--- src/rtl/edge_pe_nbr_stream_rx_if.sv ---
// Neighbor-BUS lane input plus FV fetch request/handshake bundle for one Edge PE receiver.
interface edge_pe_nbr_stream_rx_if #(
  parameter int NBR_ID_W = 14,
  parameter int ITER_W   = 3,
  parameter int CNT_W    = 10
);
  logic                nbr_sos;
  logic                nbr_eos;
  logic [ITER_W-1:0]   nbr_iter;
  logic [NBR_ID_W-1:0] nbr_id;
  logic                fv_req_valid;
  logic                fv_req_ready;
  logic [NBR_ID_W-1:0] fv_req_id;
  logic [ITER_W-1:0]   fv_req_iter;
  logic                fv_req_last;
  logic                busy;
  logic                nbr_done;
  logic [CNT_W-1:0]    nbr_count;
  logic                ovf_err;

  modport master (
    output nbr_sos, nbr_eos, nbr_iter, nbr_id, fv_req_ready,
    input  fv_req_valid, fv_req_id, fv_req_iter, fv_req_last,
    input  busy, nbr_done, nbr_count, ovf_err
  );

  modport slave (
    input  nbr_sos, nbr_eos, nbr_iter, nbr_id, fv_req_ready,
    output fv_req_valid, fv_req_id, fv_req_iter, fv_req_last,
    output busy, nbr_done, nbr_count, ovf_err
  );
endinterface

--- src/rtl/edge_pe_nbr_stream_rx.sv ---
// Per-Edge-PE Neighbor-BUS receiver: FWFT ID FIFO toward FV fetch, done pulse with count.
// Optional build macro NBR_RX_DEDUP_EN drops back-to-back repeated IDs within a stream.
module edge_pe_nbr_stream_rx #(
  parameter int NBR_ID_W   = 14,
  parameter int ITER_W     = 3,
  parameter int FIFO_DEPTH = 8,
  parameter int CNT_W      = 10
) (
  input  logic                   clk,
  input  logic                   reset,
  edge_pe_nbr_stream_rx_if.slave bus
);
  localparam int PTR_W = (FIFO_DEPTH > 1) ? $clog2(FIFO_DEPTH) : 1;
  localparam logic [PTR_W:0] FULL_LVL = (PTR_W+1)'(FIFO_DEPTH);

  typedef enum logic [1:0] {IDLE, STREAM, DRAIN, DONE} state_t;

  state_t                state_q, state_d;
  logic [PTR_W-1:0]      wr_ptr_q, wr_ptr_d;
  logic [PTR_W-1:0]      rd_ptr_q, rd_ptr_d;
  logic [PTR_W:0]        fill_q, fill_d;
  logic [FIFO_DEPTH-1:0] last_q, last_d;
  logic [ITER_W-1:0]     iter_q, iter_d;
  logic [CNT_W-1:0]      cnt_q, cnt_d;
  logic                  ovf_q, ovf_d;
  logic                  busy_q, busy_d;
  logic                  done_q, done_d;
  logic [NBR_ID_W-1:0]   id_mem [FIFO_DEPTH];

  logic head_vld, pop, room, sos_idle, beat, viol, dup, wr_en, drop;

`ifdef NBR_RX_DEDUP_EN
  logic [NBR_ID_W-1:0] prev_id_q, prev_id_d;
  logic                prev_vld_q, prev_vld_d;
`endif

  always_comb begin
    head_vld = (fill_q != '0);
    pop      = head_vld && bus.fv_req_ready;
    // a pop in the same cycle frees the slot, so a full FIFO can still take the beat
    room     = (fill_q != FULL_LVL) || pop;
    sos_idle = (state_q == IDLE) && bus.nbr_sos;
    beat     = sos_idle || ((state_q == STREAM) && !bus.nbr_sos);
    viol     = (bus.nbr_sos && (state_q != IDLE)) ||
               ((state_q == IDLE) && bus.nbr_eos && !bus.nbr_sos);
    dup      = 1'b0;
`ifdef NBR_RX_DEDUP_EN
    dup      = (state_q == STREAM) && beat && prev_vld_q && (bus.nbr_id == prev_id_q);
`endif
    wr_en    = beat && !dup && room;
    drop     = beat && !dup && !room;
  end

  always_comb begin
    state_d  = state_q;
    wr_ptr_d = wr_ptr_q;
    rd_ptr_d = rd_ptr_q;
    last_d   = last_q;
    iter_d   = iter_q;
    cnt_d    = cnt_q;
    ovf_d    = ovf_q;
`ifdef NBR_RX_DEDUP_EN
    prev_id_d  = prev_id_q;
    prev_vld_d = prev_vld_q;
`endif

    if (pop) begin
      rd_ptr_d = rd_ptr_q + PTR_W'(1);
    end
    if (wr_en) begin
      last_d[wr_ptr_q] = bus.nbr_eos;
      wr_ptr_d         = wr_ptr_q + PTR_W'(1);
    end
    fill_d = fill_q + (PTR_W+1)'(wr_en) - (PTR_W+1)'(pop);

    if (drop || viol) begin
      ovf_d = 1'b1;
    end

    if (sos_idle) begin
      iter_d = bus.nbr_iter;
      cnt_d  = wr_en ? CNT_W'(1) : '0;
    end else if (wr_en && (cnt_q != '1)) begin
      cnt_d = cnt_q + CNT_W'(1);
    end

    case (state_q)
      IDLE:    if (bus.nbr_sos) state_d = bus.nbr_eos ? DRAIN : STREAM;
      STREAM:  if (beat && bus.nbr_eos) state_d = DRAIN;
      DRAIN:   if ((pop && last_q[rd_ptr_q]) || !head_vld) state_d = DONE;
      default: state_d = IDLE;
    endcase

`ifdef NBR_RX_DEDUP_EN
    if (wr_en) begin
      prev_id_d  = bus.nbr_id;
      prev_vld_d = 1'b1;
    end else if (state_q == DONE) begin
      prev_vld_d = 1'b0;
    end
    // a duplicate eos moves the last tag onto the entry already buffered
    if (dup && bus.nbr_eos) begin
      if (head_vld) begin
        last_d[wr_ptr_q - PTR_W'(1)] = 1'b1;
      end else begin
        state_d = DONE;
      end
    end
`endif

    busy_d = (state_d != IDLE);
    done_d = (state_d == DONE);
  end

  always_ff @(posedge clk or negedge reset) begin
    if (!reset) begin
      state_q  <= IDLE;
      wr_ptr_q <= '0;
      rd_ptr_q <= '0;
      fill_q   <= '0;
      last_q   <= '0;
      iter_q   <= '0;
      cnt_q    <= '0;
      ovf_q    <= 1'b0;
      busy_q   <= 1'b0;
      done_q   <= 1'b0;
`ifdef NBR_RX_DEDUP_EN
      prev_id_q  <= '0;
      prev_vld_q <= 1'b0;
`endif
    end else begin
      state_q  <= state_d;
      wr_ptr_q <= wr_ptr_d;
      rd_ptr_q <= rd_ptr_d;
      fill_q   <= fill_d;
      last_q   <= last_d;
      iter_q   <= iter_d;
      cnt_q    <= cnt_d;
      ovf_q    <= ovf_d;
      busy_q   <= busy_d;
      done_q   <= done_d;
`ifdef NBR_RX_DEDUP_EN
      prev_id_q  <= prev_id_d;
      prev_vld_q <= prev_vld_d;
`endif
    end
  end

  // ID storage carries no reset; the head outputs are masked while the FIFO is empty
  always_ff @(posedge clk) begin
    if (wr_en) begin
      id_mem[wr_ptr_q] <= bus.nbr_id;
    end
  end

  assign bus.fv_req_valid = head_vld;
  assign bus.fv_req_id    = head_vld ? id_mem[rd_ptr_q] : '0;
  assign bus.fv_req_last  = head_vld && last_q[rd_ptr_q];
  assign bus.fv_req_iter  = iter_q;
  assign bus.busy         = busy_q;
  assign bus.nbr_done     = done_q;
  assign bus.nbr_count    = cnt_q;
  assign bus.ovf_err      = ovf_q;
endmodule

--- src/flat_wrapper.sv ---
// flat-port wrapper written by rule: the top's interface ports become plain ports
module edge_pe_nbr_stream_rx_flat 
#(
  parameter int NBR_ID_W   = 14,
  parameter int ITER_W     = 3,
  parameter int FIFO_DEPTH = 8,
  parameter int CNT_W      = 10
)
  (clk, reset, bus_nbr_sos, bus_nbr_eos, bus_nbr_iter, bus_nbr_id, bus_fv_req_ready, bus_fv_req_valid, bus_fv_req_id, bus_fv_req_iter, bus_fv_req_last, bus_busy, bus_nbr_done, bus_nbr_count, bus_ovf_err);
  edge_pe_nbr_stream_rx_if #(.NBR_ID_W(NBR_ID_W), .ITER_W(ITER_W), .CNT_W(CNT_W)) bus_i ();
  input  logic clk;
  input  logic reset;
  input wire logic [$bits(bus_i.nbr_sos)-1:0] bus_nbr_sos;
  input wire logic [$bits(bus_i.nbr_eos)-1:0] bus_nbr_eos;
  input wire logic [$bits(bus_i.nbr_iter)-1:0] bus_nbr_iter;
  input wire logic [$bits(bus_i.nbr_id)-1:0] bus_nbr_id;
  input wire logic [$bits(bus_i.fv_req_ready)-1:0] bus_fv_req_ready;
  output wire logic [$bits(bus_i.fv_req_valid)-1:0] bus_fv_req_valid;
  output wire logic [$bits(bus_i.fv_req_id)-1:0] bus_fv_req_id;
  output wire logic [$bits(bus_i.fv_req_iter)-1:0] bus_fv_req_iter;
  output wire logic [$bits(bus_i.fv_req_last)-1:0] bus_fv_req_last;
  output wire logic [$bits(bus_i.busy)-1:0] bus_busy;
  output wire logic [$bits(bus_i.nbr_done)-1:0] bus_nbr_done;
  output wire logic [$bits(bus_i.nbr_count)-1:0] bus_nbr_count;
  output wire logic [$bits(bus_i.ovf_err)-1:0] bus_ovf_err;
  assign bus_i.nbr_sos = bus_nbr_sos;
  assign bus_i.nbr_eos = bus_nbr_eos;
  assign bus_i.nbr_iter = bus_nbr_iter;
  assign bus_i.nbr_id = bus_nbr_id;
  assign bus_i.fv_req_ready = bus_fv_req_ready;
  assign bus_fv_req_valid = bus_i.fv_req_valid;
  assign bus_fv_req_id = bus_i.fv_req_id;
  assign bus_fv_req_iter = bus_i.fv_req_iter;
  assign bus_fv_req_last = bus_i.fv_req_last;
  assign bus_busy = bus_i.busy;
  assign bus_nbr_done = bus_i.nbr_done;
  assign bus_nbr_count = bus_i.nbr_count;
  assign bus_ovf_err = bus_i.ovf_err;
  edge_pe_nbr_stream_rx #(.NBR_ID_W(NBR_ID_W), .ITER_W(ITER_W), .FIFO_DEPTH(FIFO_DEPTH), .CNT_W(CNT_W)) u_core (.clk(clk), .reset(reset), .bus(bus_i));
endmodule
--- config.mk ---
export PLATFORM = sky130hd
export DESIGN_NAME = edge_pe_nbr_stream_rx_flat
export DESIGN_NICKNAME = d
export VERILOG_FILES = /design/src/rtl/edge_pe_nbr_stream_rx_if.sv /design/src/rtl/edge_pe_nbr_stream_rx.sv /design/src/flat_wrapper.sv
export SDC_FILE = /design/constraint.sdc
export NUM_CORES = 1
export LEC_CHECK = 0
export CORE_MARGIN = 2
export CORE_UTILIZATION = 62
export CTS_CLUSTER_SIZE = 30
export DETAILED_ROUTE_END_ITERATION = 10
export MAX_ROUTING_LAYER = met4
export PLACE_DENSITY = 0.84
export SYNTH_ARGS = -nofsm -noshare
export SYNTH_HDL_FRONTEND = slang
export SYNTH_SLANG_ARGS = --single-unit
--- constraint.sdc ---
create_clock -name clk -period 6.66 [get_ports clk]
set_clock_uncertainty 0.05 [all_clocks]
set_input_delay 1.998 -clock clk [delete_from_list [all_inputs] [get_ports clk]]
set_output_delay 1.998 -clock clk [all_outputs]
set_load 0.05 [all_outputs]
# Yosys cells after proc, flatten, opt, wreduce, memory -nomap -nowiden
# Memory sizes are Yosys's and may differ from the RTL's.
# Index checks and enable logic that the tools add are counted.
# W data, S select, Z words.
# word_totals
regBits,36
ram_bits,112
input_bits,22
elab_cells,66
mem_count,1
# classes
add_sub_neg,5
magnitude_cmp,3
eq_ne,5
muxes,16
n_reduce_logical,26
# memory_table
memory,depth,width,read_ports,rd_clocked_by_memory_dff,wr,line,source
u_core.id_mem,8,14,1,0,1,edge_pe_nbr_stream_rx.sv:28,logic [NBR_ID_W-1:0] id_mem [FIFO_DEPTH];
# ops
operator,count
$mux W10,2
$mux W14,1
$logic_and A1 B1 Y1,13
$add A10 B1 Y10 const B,1
$ne A10 B10 Y1 const B,1
$bwmux W8,1
$lt A3 B4 Y1 const B,2
$mux W2,4
$add A3 B1 Y3 const B,2
$pmux W2 S3,1
$reduce_bool A2 Y1,3
$logic_or A1 B1 Y1,5
$mux W1,5
$add A4 B1 Y4,1
$eq A2 B2 Y1 const B,2
$ne A4 B4 Y1 const B,1
$reduce_bool A4 Y1,1
$sub A4 B1 Y4,1
$bmux W1 S3,1
$demux W1 S3,1
$ge A3 B1 Y1 const B,1
$logic_not A1 Y1,3
$eq A2 B1 Y1 const B,1
$logic_not A2 Y1,1

# Logic depth before layout (Yosys ltp)
# Gate-level depths: netlist of run 1.
# depth
depth_word,7
ltp_mapped,13
ltp_nobuf,12

# Worst setup path before layout of run 1
# OpenSTA, ideal clock, no wires.
# synth_path
kind,input port to flip-flop
from,in bus_nbr_sos
to,reg u_core.last_q[3]
arrival_ns,4.206
t_required_ns,6.485
path_slack_ns,2.279
cell_stages,6
path_cell_list,buf_6 xnor2_1 a211o_1 buf_6 nor3_1 mux2_2
# synth_via
elab_chain_len,4
word_cells_on_any_way,5
# synth_lines
item,line,source
from (decl),flat_wrapper.sv:13,input wire logic [$bits(bus_i.nbr_sos)-1:0] bus_nbr_sos;
$logic_not A1 Y1,edge_pe_nbr_stream_rx.sv:43,beat = sos_idle || ((state_q == STREAM) && !bus.nbr_sos);
$logic_and A1 B1 Y1,edge_pe_nbr_stream_rx.sv:43,
$logic_or A1 B1 Y1 (*),edge_pe_nbr_stream_rx.sv:43,
$logic_and A1 B1 Y1 (*),edge_pe_nbr_stream_rx.sv:50,wr_en = beat && !dup && room;
to (signal assigned),edge_pe_nbr_stream_rx.sv:136,last_q <= last_d;
to (decl),edge_pe_nbr_stream_rx.sv:22,"logic [FIFO_DEPTH-1:0] last_q, last_d;"
# Every way passes the cells marked *; elsewhere a longest branch is shown, timed or not.
# A chain may end at the register's enable or synchronous reset.

# Worst setup path in the final report of run 1
# layout_path
from,reg u_core.rd_ptr_q[0]
to,out bus_fv_req_id[1]
# layout_via
elab_chain_len,2
# layout_lines
item,line,source
from (decl),edge_pe_nbr_stream_rx.sv:20,"logic [PTR_W-1:0] rd_ptr_q, rd_ptr_d;"
from (signal assigned),edge_pe_nbr_stream_rx.sv:134,rd_ptr_q <= rd_ptr_d;
$mem_v2 Z8 W14,--,
$mux W14,edge_pe_nbr_stream_rx.sv:157,assign bus.fv_req_id = head_vld ? id_mem[rd_ptr_q] : '0;
to (decl),flat_wrapper.sv:19,output wire logic [$bits(bus_i.fv_req_id)-1:0] bus_fv_req_id;
# Every way passes these cells.

==> results of run 1 <==
## worst max-delay path: cells and delay by family, from the launching register on
family	cells	cell delay, ns
DFF	1	0.79
muxes	2	0.74
buffers and inverters	2	1.15
and+or+nand+nor	1	0.07
## synth_stat cells (all sizes together) (2+ instances only)
master  number  share of area
a21oi        7         0.0056
and3         3         0.0030
and4         2         0.0028
buf          9          0.011
clkbuf      11         0.0067
dfrtp       36           0.15
edfxtp     112           0.54
ha           9          0.018
inv         16         0.0097
mux2         7          0.013
mux2i       19          0.031
mux4        28           0.10
nand2       24          0.015
nand2b       3         0.0030
nand3        7         0.0056
nand3b       2         0.0024
nand4        2         0.0020
nor2        21          0.013
nor2b        2         0.0020
nor3         6         0.0048
o211ai       2         0.0024
o21a         2         0.0024
o21ai        5         0.0040
o311ai       6         0.0085
o31ai        5         0.0060
o41ai        5         0.0071
or2          3         0.0030
xnor2        5         0.0071
xor2         2         0.0028
## per-layer routing
| metal | track usage | up-vias |
|---|---|---|
| li1 | - | 1578 |
| met1 | 0.324 | 1748 |
| met2 | 0.383 | 139 |
| met3 | 0.0551 | 26 |
| met4 | 0.113 | 0 |
| met5 | - | - |
## power groups by stage
stage	Sequential [W]	Clock, W	Combinational [W]
after floorplan	0.00132	0	0.00104
after global placement	0.00134	0	0.00138
after detailed placement	0.00135	0	0.00141
after CTS	0.00134	0.000853	0.00143
after global routing	0.00136	0.000892	0.00152
final	0.00134	0.000848	0.00141
## final cells by class
class                   count  area (sq um)
clock buffers              23           447
clock inverters             9          81.3
fillers                   591          2330
inverters                  17          63.8
multi-input cells         191          1790
flip-flops and latches    148          4270
well taps                 133           166
repair buffers             61           591
## logic make-up (layout without fill, tap and decap cells)
group,count (synthesis),count (layout),synth area share
and+or+nand+nor,80,80,0.0619
muxes,54,54,0.145
buffers and inverters,37,110,0.0276
adders and majority gates,11,11,0.0230
AOI/OAI and AO/OA,39,39,0.0458
xor gates and xnor gates,7,7,0.00988
DFF,148,148,0.687
## registers in the layout (all words and copies together), names as in the netlist, 2 cells and up
signal	cells
u_core.bus.fv_req_iter	3
u_core.bus.nbr_count	10
u_core.fill_q	4
u_core.id_mem	112
u_core.last_q	8
u_core.rd_ptr_q	3
u_core.state_q	2
u_core.wr_ptr_q	3
## worst paths after layout
check                                                        end  slack (ns)
setup / recovery                                bus_fv_req_id[1]        1.34
hold / removal             u_core.bus.fv_req_iter[2]$_DFFE_PN0P_        0.43
setup reg to reg                      u_core.fill_q[2]$_DFF_PN0_        3.59
hold reg to reg            u_core.bus.fv_req_iter[2]$_DFFE_PN0P_        0.43
max in group asynchronous         u_core.rd_ptr_q[0]$_DFFE_PN0N_        4.36
min in group asynchronous    u_core.bus.nbr_count[7]$_DFFE_PN0P_        1.84
## through the flow
step | total power (W) | cells | instance area, sq um | hold WS, ns
after CTS | 0.00362 | 582 | 7400 | 0.438
after detailed placement | 0.00276 | 550 | 6870 | 0.424
after global placement | 0.00272 | 550 | 6870 | 0.409
after global routing | 0.00377 | 582 | 7400 | 0.466
after floorplan | 0.00236 | 376 | 6210 | 0.417
final | 0.00360 | 582 | 7400 | 0.432
==> results.tsv, run 1 <==
metric	value	unit
detail_routed_net_length_per_standard_cell	20.7	um
dieArea	0.0108	sq mm
place_worst_setup_slack	1.72	ns
antennaDiodeCount	0	
hold_path_class	flop to flop	
clk_path_buf_depth	2	
final_util	0.761	
synth_area	0.00621	sq mm
final_setup_slack_of_the_worst_path	1.34	ns
timing.fmax	0.188	GHz
power.density_cell_area	486	mW/mm^2
worst-endpoint-required	4.61	ns
power_frac_clock	0.236	
rsz0062_at_grt	false	
m1_wire_length	4950	um
dpl.hpwl	7390	um
max_cap_violations	0	
seq_power_share	0.371	
dominant_register_cell_in_the_synthesized_netlist	edfxtp_1	
postCtsHoldBufs	0	
internal_power	0.00224	W
critPathLaunch	u_core.rd_ptr_q[0]$_DFFE_PN0N_	
synth-seq-cells	148	
avg_vias_per_cell	6.00	
totalWireLength	12000	um
cts.sink_count	148	
post_synth_edffs	112	
critical_path.slowest_cell	dfrtp_2	
grt_pass1_wl	19400	um
pwr-share-comb	0.393	
portBuffers	53	
grt_max_degree	37	
outcome	complete, no violations	
grt_usage	0.249	
clock_tree.root_cell	clkbuf_8	
vdd_ir_drop_max	329	uV
p_sw	0.00136	W
drive_above_1_share	0.174	
synth-seq-area-share	0.687	
clk_pin_slew	0.06	ns
setup_violations	0	
worst_ep_arrival_time	3.27	ns
timing.critical_path.cells	buf_4, mux4_2, mux2i_1, nor2_1, clkdlybuf4s50_1	
htreeDepth	4	
min-delay-start	u_core.bus.fv_req_iter[2]$_DFFE_PN0P_	
antenna_found_initial	0	
layout_min_cycle_time	5.32	ns
critical_path.reg2reg.startpoint	u_core.fill_q[2]$_DFF_PN0_	
nets_in_the_synthesized_netlist	408	
final_net_count	468	
tritoncts	built	
drt_first_iter_violations	226	
globalRoute.totalOverflow	0	
die_w	104	um
holdPathStages	2	
remaining_drc_errors	0	
worst_pin_slew	1.09	ns
slew-limit-headroom	0.274	
num_rows	36	
total_negative_slack_for_setup_checks	0	ns
layout.cells.most_common	edfxtp_1	
grt_pass1_vias	3696	
avg_inst_size_synth	16.5	sq um
initial_utilization	0.638	
dr_wl_met3	759	um
netlist-cell-type-count	46	
finalHoldViolations	0	
clock_insertion_delay_worst_skew	0.52	ns
switching_share	0.377	
finalWeightedCongestion	0.781	
cts_buffers	17	
synthesis.yosys.warnings	0	
timing.setup.critical_path_class	flop to output pin	
ant_nets	0	
dr.pass1.iters	6	
detailroute.via_count	3491	
routed.top_layer	met4	
post_cts_resized	0	
post-cts-setup-buffers	0	
worstRegToRegCells	11	
crit_fanout	21	
crit_path_max_incr_delay	0.79	ns
cp-start-kind	flop	
core_footprint	0.00973	sq mm
boundaryPins	54	
mostFrequentLayoutCells	edfxtp_1, clkdlybuf4s50_1, dfrtp_1	
wl_met2	6070	um
die_h	104	um
syn_to_final_growth	19.2	%
postSynth.asyncResetShare	0.243	
leakagePower	2.68	nW
worstSetupEndpointType	output pin	
synthCells	376	
slew_violations	0	
layout_worst_path_cycle_share	0.799	
(Power assumes the default switching activity.)
==> inputs of run 2 (changes only) <==
CORE_UTILIZATION = 57   (was 62)
PLACE_DENSITY = 0.78   (was 0.84)
clock period = 5.5 ns   (was 6.66 ns; I/O delays follow)
==> results.tsv, run 2 (synthesized netlist as in run 1, its figures left out) <==
metric	value	unit
outcome	complete, no violations	
clock_insertion_delay_worst_skew	0.53	ns
vdd_ir_drop_max	378	uV
crit_fanout	20	
worst_ep_arrival_time	3.10	ns
totalWireLength	11800	um
syn_to_final_growth	20.1	%
grt_max_degree	37	
grt.met3_usage	0.0549	
num_rows	38	
seq_power_share	0.364	
whs	0.422	ns
final_net_count	467	
largest_register_ff_count	112	
postPlaceCellArea	0.00688	sq mm
cts.sink_count	148	
place_worst_setup_slack	0.876	ns
leakagePower	2.70	nW
mostFrequentLayoutCells	edfxtp_1, clkdlybuf4s50_1, dfrtp_1	
drive_above_1_share	0.183	
dpl.hpwl	7320	um
final_setup_slack_of_the_worst_path	0.703	ns
slew-limit-headroom	0.276	
layout_min_cycle_time	4.80	ns
worst_pin_slew	1.09	ns
cts_buffers	17	
detailroute.via_count	3520	
grt_usage	0.229	
finalHoldViolations	0	
avg_vias_per_cell	5.99	
regToRegSetupSlack	2.42	ns
worstSetupEndpointType	output pin	
timing.setup.critical_path_class	flop to output pin	
internal_power	0.00276	W
slew_violations	0	
hold_path_class	flop to flop	
finalWeightedCongestion	0.838	
post-cts-setup-buffers	0	
core_footprint	0.0107	sq mm
detail_routed_net_length_per_standard_cell	20.1	um
grt_use_met2	0.383	
rsz0062_at_grt	false	
layout.cells.most_common	edfxtp_1	
layout_worst_path_cycle_share	0.872	
power_frac_clock	0.249	
setup_violations	0	
design_power_total	0.00443	W
dr.pass1.iters	5	
die_h	108	um
drt_first_iter_violations	249	
dieArea	0.0117	sq mm
layout.filler_cells	718	
p_sw	0.00167	W
critical_path.reg2reg.startpoint	u_core.fill_q[2]$_DFF_PN0_	
die_w	108	um
max_cap_violations	0	
min-delay-start	u_core.bus.fv_req_iter[0]$_DFFE_PN0P_	
post_cts_resized	0	
grt_pass1_wl	18700	um
initial_utilization	0.578	
worst-endpoint-required	3.80	ns
total_negative_slack_for_setup_checks	0	ns
antenna_found_initial	0	
clk_path_buf_depth	2	
grt_pass1_vias	3554	
timing.fmax	0.208	GHz
postCtsHoldBufs	0	
grt_use_met1	0.279	
grt_most_used_layer	met2	
top_register	u_core.id_mem	
boundaryPins	54	
power.density_cell_area	594	mW/mm^2
switching_share	0.377	
worstRegToRegCells	7	
ant_nets	0	
htreeDepth	4	
remaining_drc_errors	0	
timing.rr.end	u_core.last_q[0]$_DFFE_PN0P_	
antennaDiodeCount	0	
clock_tree.root_cell	clkbuf_8	
clk_pin_slew	0.06	ns
holdPathStages	2	
tritoncts	built	
cp-start-kind	flop	
final_instance_area	0.00745	sq mm
portBuffers	53	
globalRoute.totalOverflow	0	
pwr-share-comb	0.387	
terminating_pin_of_the_worst_hold_path	u_core.bus.fv_req_iter[0]$_DFFE_PN0P_	
[run 2: critical path, cell delays in order (launching register included)]
cell,delay [ns]
dfrtp_1,0.76
buf_4,0.42
mux4_2,0.37
mux2i_1,0.22
nor2_1,0.07
clkdlybuf4s50_1,0.73
[run 2: per-layer routing]
layer	share of wire	vias to the layer above
li1	-	1582
met3	0.048	19
met5	0	-
met2	0.51	130
met4	0.019	0
met1	0.42	1789
[run 2: worst max path at each step]
stage	start	endpoint	slack [ns]
floorplan	bus_nbr_sos	u_core.last_q[3]$_DFFE_PN0P_	1.47
global placement	bus_nbr_sos	u_core.last_q[0]$_DFFE_PN0P_	0.98
detailed placement	bus_nbr_sos	u_core.last_q[0]$_DFFE_PN0P_	0.88
CTS	u_core.rd_ptr_q[0]$_DFFE_PN0N_	bus_fv_req_id[0]	0.63
global route	u_core.rd_ptr_q[0]$_DFFE_PN0N_	bus_fv_req_id[0]	0.51
finish	u_core.rd_ptr_q[1]$_DFFE_PN0N_	bus_fv_req_id[0]	0.70
[run 2: area by class of cell]
type	instances	area (sq um)	area share
clock buffers	18	418	0.0561
multi-input cells	191	1790	0.240
flip-flops and latches	148	4270	0.572
clock inverters	14	154	0.0206
repair buffers	60	591	0.0792
well taps	140	175	0.0235
inverters	17	63.8	0.00856
[run 2: through the flow]
| step | util | cells |
|---|---|---|
| after floorplan | - | 376 |
| after global placement | 0.640 | 556 |
| after detailed placement | 0.640 | 556 |
| after CTS | 0.694 | 588 |
| after global routing | 0.694 | 588 |
| final | 0.694 | 588 |
[run 2: power groups by stage]
stage | clock network (W) | logic, W | registers [W]
finish | 0.00110 | 0.00172 | 0.00161
floorplan | 0 | 0.00125 | 0.00160
global placement | 0 | 0.00169 | 0.00162
CTS | 0.00112 | 0.00174 | 0.00162
global route | 0.00116 | 0.00185 | 0.00164
detailed placement | 0 | 0.00173 | 0.00164
==> inputs of run 3 (changes only) <==
SKIP_CTS_REPAIR_TIMING = 1   (was default)
==> results of run 3 <==
The final DEF is identical to that of run 2; final timing and power are the same.
